[config.mk]
export PLATFORM = sky130hd
export DESIGN_NAME = chunked_borrow_subtractor
export DESIGN_NICKNAME = d
export VERILOG_FILES = /design/src/rtl/chunked_borrow_subtractor.sv
export SDC_FILE = /design/constraint.sdc
export NUM_CORES = 1
export LEC_CHECK = 0
export ABC_AREA = 1
export BUFFER_PORTS_ARGS = -buffer_cell sky130_fd_sc_hd__buf_2
export CORE_MARGIN = 2
export CORE_UTILIZATION = 45
export CTS_CLUSTER_DIAMETER = 80
export DETAILED_ROUTE_END_ITERATION = 8
export PLACE_DENSITY = 0.69
export SYNTH_ARGS = -nofsm -noshare
export SYNTH_HDL_FRONTEND = slang
export SYNTH_SLANG_ARGS = --single-unit
[constraint.sdc]
create_clock -name clk -period 3.2 [get_ports clk]
set_input_delay 0.48 -clock clk [delete_from_list [all_inputs] [get_ports clk]]
set_output_delay 0.48 -clock clk [all_outputs]
set_load 0.1 [all_outputs]
[src/rtl/chunked_borrow_subtractor.sv]
// ============================================================================
// Module  : chunked_borrow_subtractor
// Brief   : Multi-cycle N-bit subtractor (input1 - input2 - bin), K bits per
//           clock, LS chunk first. Optional signed overflow flag via the
//           SUB_SIGNED_FLAGS_EN macro.
// Revision: 1.0
// ============================================================================
`default_nettype none

module chunked_borrow_subtractor #(
  parameter int N = 32,
  parameter int K = 8
) (
  input  logic         clk,
  input  logic         rst_n,
  input  logic [N-1:0] input1,
  input  logic [N-1:0] input2,
  input  logic         bin,
  input  logic         in_valid,
  output logic         in_ready,
  output logic [N-1:0] result,
  output logic         bout,
  output logic         zero,
  output logic         out_valid,
  input  logic         out_ready
`ifdef SUB_SIGNED_FLAGS_EN
  ,
  output logic         ovf
`endif
);

  localparam int CHUNKS = N / K;
  localparam int IW = (CHUNKS > 1) ? $clog2(CHUNKS) : 1;
  localparam logic [IW-1:0] LAST_IDX = IW'(CHUNKS - 1);
  localparam logic [N-1:0] CHUNK_MASK = N'({K{1'b1}});

  generate
    if ((K < 1) || (K > N) || ((N % K) != 0)) begin : g_param_check
      $error("chunked_borrow_subtractor: N must be a positive multiple of K");
    end
  endgenerate

  typedef enum logic [1:0] {
    IDLE = 2'd0,
    RUN  = 2'd1,
    DONE = 2'd2
  } state_t;

  state_t        state;
  logic [N-1:0]  a_reg;
  logic [N-1:0]  b_reg;
  logic [N-1:0]  diff_reg;
  logic          borrow;
  logic [IW-1:0] idx;

  logic [31:0]   bit_base;
  logic [N-1:0]  a_shift;
  logic [N-1:0]  b_shift;
  logic [K-1:0]  a_chunk;
  logic [K-1:0]  b_chunk;
  logic [K:0]    chunk_sub;
  logic [N-1:0]  diff_next;

  // Shifts rather than indexed part-selects keep the chunk mux width-clean.
  assign bit_base  = 32'(idx) * 32'(K);
  assign a_shift   = a_reg >> bit_base;
  assign b_shift   = b_reg >> bit_base;
  assign a_chunk   = a_shift[K-1:0];
  assign b_chunk   = b_shift[K-1:0];
  assign chunk_sub = {1'b0, a_chunk} - {1'b0, b_chunk} - {{K{1'b0}}, borrow};
  assign diff_next = (diff_reg & ~(CHUNK_MASK << bit_base))
                   | (N'(chunk_sub[K-1:0]) << bit_base);

`ifdef SUB_SIGNED_FLAGS_EN
  logic ovf_next;
  assign ovf_next = (a_reg[N-1] != b_reg[N-1]) && (diff_next[N-1] != a_reg[N-1]);
`endif

  always_ff @(posedge clk or negedge rst_n) begin
    if (!rst_n) begin
      state     <= IDLE;
      a_reg     <= '0;
      b_reg     <= '0;
      diff_reg  <= '0;
      borrow    <= 1'b0;
      idx       <= '0;
      in_ready  <= 1'b1;
      out_valid <= 1'b0;
      result    <= '0;
      bout      <= 1'b0;
      zero      <= 1'b0;
`ifdef SUB_SIGNED_FLAGS_EN
      ovf       <= 1'b0;
`endif
    end else begin
      case (state)
        IDLE: begin
          if (in_valid) begin
            a_reg    <= input1;
            b_reg    <= input2;
            borrow   <= bin;
            idx      <= '0;
            in_ready <= 1'b0;
            state    <= RUN;
          end
        end
        RUN: begin
          diff_reg <= diff_next;
          borrow   <= chunk_sub[K];
          idx      <= idx + 1'b1;
          // Visible outputs are only ever written here, on the last chunk.
          if (idx == LAST_IDX) begin
            idx       <= '0;
            result    <= diff_next;
            bout      <= chunk_sub[K];
            zero      <= (diff_next == '0);
`ifdef SUB_SIGNED_FLAGS_EN
            ovf       <= ovf_next;
`endif
            out_valid <= 1'b1;
            state     <= DONE;
          end
        end
        DONE: begin
          if (out_ready) begin
            out_valid <= 1'b0;
            in_ready  <= 1'b1;
            state     <= IDLE;
          end
        end
        default: begin
          out_valid <= 1'b0;
          in_ready  <= 1'b1;
          state     <= IDLE;
        end
      endcase
    end
  end

endmodule

`default_nettype wire

==> reports/results.tsv, run 1 <==
metric	value	unit
status	completed	
firstDrtPassIters	5	
clk_latency	0.42	ns
routedWlPerCell	14.6	um
fin_skew	0.00718	ns
slew_headroom	33.6	%
io-pin-count	105	
diodes	0	
drive_above_1_share	18.8	%
numCtsBuffers	17	
synthFlopType	dfrtp_1	
cp_cell_sequence	inv_8 > nand2_1 > a32o_1 > ha_1 > inv_1 > ha_1 > nand2_1 > inv_1 > nand2_1 > nand3_2 > a21oi_1 > nor2_1 > nor2_1 > xor2_1 > nor2_1 > o22ai_1	
tritoncts	yes	
finalHoldViolCount	0	
die_h	123	um
h-tree-depth	4	
drv_slew	0	
start_util	46.0	%
path_class	reg -> reg	
numPortBuffers	104	
cp_data_arrival_time	3.27	ns
fin_tns_setup	0	ns
coreArea	13800	um^2
dieArea	15100	um^2
ys_types	35	
drc	0	
area_delta_synth_final	19.7	%
clock.fmax	0.341	GHz
grt_setup_unrepaired	false	
r2r_slack	0.27	ns
async_reset_ff_share	100	%
synth_edf_count	0	
critPathCaptureType	register	
clock-sinks	129	
placedCellCount	1066	
die_x	123	um
cts_root_buf	clkbuf_16	
num_vias	5453	
synth-seq-area-share	50.8	%
hold_path.class	in -> reg	
cp_slowest_cell	dfrtp_2	
netlist_area	6360	um^2
dp_hpwl	11000	um
instances_no_fill	1100	
vias_per_cell	4.96	
setup_viol	0	
rows	43	
finish.utilization	55.1	%
tightest_slew	0.996	ns
fin_crit_sh	91.7	%
maxCapViolCount	0	
ant_nets	0	
first_global_vias	5318	
grt_pass1_wl	26100	um
drt-total-wl	16000	um
path_clk_slew	0.05	ns
syn_nets	902	
gp_congestion	0.852	
fin_nets	995	
syn_avg_cell_area	7.81	um^2
min_period	2.93	ns
clk_path_buf_depth	2	
synth_warnings	0	
antenna_found_initial	0	
required	3.54	ns
synth_cells	815	
synth_seq_cells	129	
grt_use_total	22.8	%
max_stage_delay	0.49	ns
grt-ovfl-total	0	
drtIter0Drc	374	
start_kind	register	
grt_start_max_net_pins	127	
crit_fanout	31	
[final cells by class]
type / instances / area (um^2)
clock inverter: 6 / 32.5
tap: 180 / 225
multi-input combinational: 582 / 2710
clock buffer: 25 / 485
sequential: 129 / 3230
timing repair buffer: 118 / 686
fill: 1307 / 6210
inverter: 60 / 240
[routing by layer]
| layer | GRT usage [%] | share of wire [%] | up-vias |
|---|---|---|---|
| li1 | - | - | 2774 |
| met1 | 28.5 | 44 | 2490 |
| met2 | 37.7 | 48 | 162 |
| met3 | 5.35 | 4.7 | 27 |
| met4 | 10.1 | 2.7 | 0 |
| met5 | 0 | 0 | - |
[per-stage QoR]
stage | hold slack [ns] | setup WS [ns] | cell area [um^2]
2_1_floorplan | 0.184 | 0.0296 | 6360
3_3_place_gp | 0.284 | 0.205 | 7000
3_5_place_dp | 0.286 | 0.179 | 7000
4_1_cts | 0.236 | 0.164 | 7530
5_1_grt | 0.243 | 0.0000164 | 7610
6_report | 0.245 | 0.267 | 7610
[worst paths after layout]
path / startpoint / to / cells past startpoint
max in group asynchronous: rst_n / idx[1] / 3
setup / recovery: idx[0] / borrow / 16
setup reg to reg: idx[0] / borrow / 16
hold / removal: input2[23] / b_reg[23] / 3
hold reg to reg: in_ready / in_ready / 2
min in group asynchronous: rst_n / result[10] / 2
[worst max-delay path: cells and delay by family, from the launching register on]
kind	cells	cell delay, ns
xor gates and xnor gates	1	0.34
DFF	1	0.49
buffers and inverters	3	0.27
and+or+nand+nor	7	0.67
AOI/OAI and AO/OA	3	0.49
adders and majority gates	2	0.61
[synthesized netlist by cell type, drive strengths merged (2+ instances only)]
| cell | count | area (um^2) |
|---|---|---|
| dfrtp | 128 | 3200 |
| nand3 | 22 | 150 |
| o21ai | 73 | 369 |
| buf | 13 | 86.3 |
| nor2 | 48 | 190 |
| a21oi | 15 | 78.8 |
| ha | 16 | 200 |
| a32o | 7 | 70.1 |
| clkbuf | 31 | 116 |
| o22ai | 9 | 56.3 |
| fa | 2 | 40.0 |
| a31oi | 2 | 12.5 |
| nand4 | 13 | 81.3 |
| inv | 59 | 226 |
| nand2 | 368 | 1390 |
[layout by cell type, fill, tap and decap left out, types with 2 or more instances in the layout]
cell type	n
nand2_1	365
dfrtp_1	126
buf_2	103
o21ai_0	64
inv_1	53
nor2_1	45
clkbuf_16	18
ha_1	15
a21oi_1	14
nand3_1	14
nand4_1	13
buf_4	10
o22ai_1	9
nand3_2	8
a32o_1	7
o21ai_1	7
clkbuf_1	5
clkinv_2	5
inv_2	4
nand2_2	3
clkbuf_8	3
buf_12	3
inv_8	2
nor2_2	2
a31oi_1	2
o21ai_2	2
dfrtp_2	2
[cell families after synthesis]
family | share of synthesized area [%]
fa+ha+maj | 3.78
buf+inv | 6.81
simple gates | 28.5
compound gates | 9.83
flops | 50.8
xor+xnor | 0.275
[what timing repair did]
action | in CTS | in global routing
setup endpoints to repair | 0 | 4
hold buffers | 1 | 0
endpoints found under the hold margin | 3 | 0
setup buffers | 0 | 1
resized for setup | 0 | 18
Power of run 1 is left out: the tool's default activity adds up to more than one toggle a clock period on the data nets, which glitch-free logic cannot reach.
==> run 2: changes to the inputs <==
- ABC_AREA: 1 -> unset
==> run 2 against run 1 <==
Effect of this change: the flow now finishes with violations (setup timing); register-to-register slack worse by 0.34 ns; critical path depth is 7 lower; global-route usage is 1.4 points lower; worst setup slack worse by 0.34 ns; via count is 20% lower; core utilization is 3.4 points higher; first-iteration DRC count is 24% lower; sequential cell count stayed put; worst hold slack worse by 0.13 ns; clock skew is 0.0029 ns lower; critical endpoint is now result[7].
==> reports/results.tsv, run 2 <==
metric	value	unit	change
clk_latency	0.42	ns	about the same
synth_warnings	0		unchanged
critPathCaptureType	register		
drtIter0Drc	284		-24%
final_cell_mix	127 x dfrtp_1, 103 x buf_2, 64 x mux2_2		
vias_per_cell	5.37		+8.3%
place_ws	-0.136	ns	-0.315 ns
path_clk_slew	0.06	ns	about the same
tightest_slew	0.804	ns	-0.192 ns
numPortBuffers	104		unchanged
reg2reg_to	result[7]		
maxCapViolCount	0		unchanged
fin_crit_sh	102	%	+11 points
diodes	0		unchanged
dp_hpwl	10200	um	-6.8%
setup_viol	4		+4
fin_skew	0.00430	ns	-0.00287 ns
coreArea	13100	um^2	-5.0%
numCtsBuffers	17		unchanged
tritoncts	yes		
r2r_slack	-0.07	ns	-0.34 ns
die_x	120	um	-2.6%
path_class	reg -> reg		
use_met1	26.3	%	-2.2 points
grt_setup_unrepaired	true		
fin_tns_setup	-0.137	ns	-0.137 ns
finalHoldViolCount	0		unchanged
ys_types	47		+34%
synthTopCellsByArea	dfrtp_1 53%, mux2_2 12%, mux4_2 5.6%		
drive_above_1_share	42.9	%	+24 points
area_delta_synth_final	27.5	%	
grt_start_max_net_pins	73		-43%
min_period	3.27	ns	+0.337 ns
synth.top_cell.area_share	53.1	%	+2.8 points
start_kind	register		
grt_pass1_wl	23900	um	-8.4%
synth-seq-area-share	53.6	%	+2.8 points
routedWlPerCell	17.5	um	+20%
synth_common_cells	128 x dfrtp_1, 64 x mux2_2, 50 x nor2_1, 37 x nand2_1, 29 x inv_1		
clk_path_buf_depth	2		unchanged
fin_nets	711		-29%
first_global_vias	4738		-11%
io-pin-count	105		unchanged
clock-sinks	129		unchanged
met3_usage	5.75	%	+0.40 points
gp_congestion	0.888		+4.2%
ant_nets	0		unchanged
required	3.50	ns	-0.04 ns
violations	setup timing		
cp_data_arrival_time	3.57	ns	+0.30 ns
syn_nets	577		-36%
hold_path.class	in -> async		
rows	42		-2.3%
grt-ovfl-total	0		unchanged
synthFlopType	dfrtp_1		
netlist_area	6030	um^2	-5.2%
use_met2	35.4	%	-2.3 points
num_vias	4363		-20%
dieArea	14300	um^2	-5.0%
drt-total-wl	14200	um	-11%
antenna_found_initial	0		unchanged
drc	0		unchanged
hold_slack	0.118	ns	-0.127 ns
synth_edf_count	0		unchanged
drv_slew	0		unchanged
crit_fanout	8		-74%
busiest_layer	met2		
synth_top_area_cell	dfrtp_1		
clock.fmax	0.306	GHz	-10%
setup_ws	-0.0699	ns	-0.337 ns
die_h	120	um	-2.6%
synth_cells	490		-40%
r2r-start	idx[0]		
layout_commonest_cell	dfrtp_1		
cts_root_buf	clkbuf_16		
synth_seq_cells	129		unchanged
cts_hold_buffers	0		-1
start_util	45.9	%	-0.11 points
syn_avg_cell_area	12.3	um^2	+58%
r2r_cells	9		-7
yosysMostFrequentCell	dfrtp_1		
grt_use_total	21.4	%	-1.4 points
firstDrtPassIters	5		unchanged
slew_headroom	46.4	%	+13 points
async_reset_ff_share	100	%	unchanged
status	complete, but fails checks		
h-tree-depth	4		unchanged
## run 2: through the flow
step                      cell area [um^2]  std cells  util [%]
after floorplan                       6120        490         -
after global placement                6970        778      53.0
after detailed placement              6970        778      53.0
after CTS                             7640        812      58.2
after global routing                  7690        813      58.5
final                                 7690        813      58.5
## run 2: routing by layer
metal	part of all wire [%]	routed length, um
met5	0	0
met4	3.4	485
met3	5.9	845
met2	49	7010
met1	41	5870
## run 2: worst max path at each step
stage,from,end,slack [ns]
final,idx[0],result[7],-0.07
after floorplan,idx[0],result[15],-0.22
after CTS,idx[0],result[7],-0.16
after global routing,idx[0],result[7],-0.19
after global placement,idx[0],result[7],-0.03
after detailed placement,idx[0],result[7],-0.14
## run 2: area by class of cell
class	count	area (um^2)
Fill cell	1102	5450
Clock buffer	22	494
Clock inverter	10	146
Timing Repair Buffer	139	830
Sequential cell	129	3230
Tap cell	176	220
Inverter	29	109
Multi-Input combinational cell	308	2660
## run 2: repair_timing
action,CTS,global route
setup buffers,2,2
setup endpoints to repair,8,15
cloned,0,0
gates resized for setup,5,13
endpoints found under the hold margin,0,0
pin swaps,7,9
## run 2: logic make-up (layout without fill, tap and decap cells)
kind of cell,Yosys count,after routing,synth area share (%)
compound gates,88,88,11.3
simple gates,114,114,8.49
xor+xnor,7,7,1.02
buf+inv,53,200,3.55
flops,129,129,53.6
fa+ha+maj,18,18,3.98
mux,81,81,18.1
## run 2: critical path, cell delays in order (launching register included)
cell and delay (ns):
dfrtp_2 0.42, mux4_2 0.54, fa_2 0.39, ha_4 0.30, nor3b_4 0.24, o41ai_4 0.12
and4b_1 0.19, or4b_4 0.61, a221oi_2 0.28, nor2_1 0.07
Power of run 2 is left out for the same reason.
==> run 3: changes to the inputs <==
- RECOVER_POWER: unset -> 50
==> run 3 against run 2 <==
Effect of this change: the run ends with capacitance limit, slew limit, setup timing left; first-iteration DRC count up 9.2%; core utilization down 0.29 points; critical path depth unchanged; critical path type unchanged; largest cell class unchanged; highest routed layer unchanged.
==> reports/results.tsv, run 3 (same netlist as run 2, synthesis figures left out) <==
metric	value	unit	change
instances_no_fill	813		unchanged
maxCapViolCount	2		+2
drt-total-wl	14200	um	-0.29%
crit_fanout	8		unchanged
first_global_vias	4738		unchanged
antenna_found_initial	0		unchanged
routedWlPerCell	17.4	um	-0.29%
cts_root_buf	clkbuf_16		
clk_path_buf_depth	2		unchanged
num_vias	4382		+0.44%
numCtsBuffers	17		unchanged
critPathCaptureType	register		
vias_per_cell	5.39		+0.44%
numPortBuffers	104		unchanged
dp_hpwl	10200	um	unchanged
grt_use_total	21.4	%	unchanged
diodes	0		unchanged
drv_slew	143		+143
layout_commonest_cell	dfrtp_1		
min_period	3.27	ns	-0.00414 ns
placedCellCount	778		unchanged
grt_setup_unrepaired	true		
clock.fmax	0.306	GHz	+0.13%
status	complete, but fails checks		
hold_path.class	in -> reg		
required	3.49	ns	about the same
io-pin-count	105		unchanged
rows	42		unchanged
die_x	120	um	unchanged
grt_start_max_net_pins	73		unchanged
finish.utilization	58.2	%	-0.29 points
cp_data_arrival_time	3.56	ns	about the same
firstDrtPassIters	5		unchanged
finalHoldViolCount	0		unchanged
clk_latency	0.41	ns	about the same
path_clk_slew	0.06	ns	about the same
violations	capacitance limit, slew limit, setup timing		
final_area	7650	um^2	-0.49%
area_delta_synth_final	26.9	%	
ant_nets	0		unchanged
setup_viol	4		unchanged
final_cell_mix	127 x dfrtp_1, 103 x buf_2, 64 x mux2_2		
slew_headroom	-16.9	%	-63 points
h-tree-depth	4		unchanged
coreArea	13100	um^2	unchanged
drive_above_1_share	42.7	%	-0.16 points
start_kind	register		
tritoncts	yes		
setup_ws	-0.0658	ns	+0.00414 ns
gp_congestion	0.888		unchanged
tightest_slew	1.75	ns	+0.949 ns
dieArea	14300	um^2	unchanged
drc	0		unchanged
fin_crit_sh	102	%	-0.13 points
grt-ovfl-total	0		unchanged
grt_pass1_wl	23900	um	unchanged
start_util	45.9	%	unchanged
die_h	120	um	unchanged
fin_nets	711		unchanged
clock-sinks	129		unchanged
fin_tns_setup	-0.142	ns	-0.00429 ns
fin_skew	0.00443	ns	+0.000125 ns
path_class	reg -> reg		
place_area	6970	um^2	unchanged
drtIter0Drc	310		+9.2%
r2r_slack	-0.07	ns	about the same
## run 3: cell types whose count changed in the layout (fill, tap and decap cells not counted), sizes merged
cell and delta:
buf -3, clkbuf +3
## run 3: per-layer routing
| metal | wire length, um | up-vias | track usage [%] |
|---|---|---|---|
| met3 | 832 | 37 | 5.75 |
| li1 | - | 2032 | - |
| met1 | 5840 | 2171 | 26.3 |
| met2 | 7020 | 142 | 35.4 |
| met4 | 472 | 0 | 9.78 |
| met5 | 0 | - | 0 |
## run 3: worst max-delay path: stages (launching register included)
cell      delay [ns]
dfrtp_2         0.42
mux4_2          0.55
fa_2            0.39
ha_4            0.30
nor3b_4         0.24
o41ai_4         0.12
and4b_1         0.19
or4b_4          0.61
a221oi_2        0.27
nor2_1          0.07
## run 3: stage by stage
step	hold slack, ns	setup WS (ns)
after global routing	0.280	-0.187
final	0.295	-0.0658
after detailed placement	0.467	-0.136
after floorplan	0.184	-0.222
after global placement	0.457	-0.0280
after CTS	0.135	-0.163
## run 3: final timing paths
check | startpoint | endpoint | cells after the start
max in group asynchronous | rst_n | a_reg[10] | 2
max | idx[0] | result[7] | 9
min reg2reg | result[25] | result[25] | 2
min | input1[13] | a_reg[13] | 2
min in group asynchronous | rst_n | b_reg[1] | 1
max reg2reg | idx[0] | result[7] | 9
## run 3: final cells by class
class                   instances  area (um^2)
clock inverters                10          146
repair buffers                139          797
flip-flops and latches        129         3230
well taps                     176          220
multi-input cells             308         2650
clock buffers                  22          494
fillers                      1106         5490
inverters                      29          109
## run 3: repair_timing
item                                   CTS  global route
buffers inserted                         2             2
endpoints found under the hold margin    0             0
gates resized for setup                  5            13
pin swaps                                7             9
hold buffers                             0             0
setup endpoints to repair                8            15
Power of run 3 is left out for the same reason.
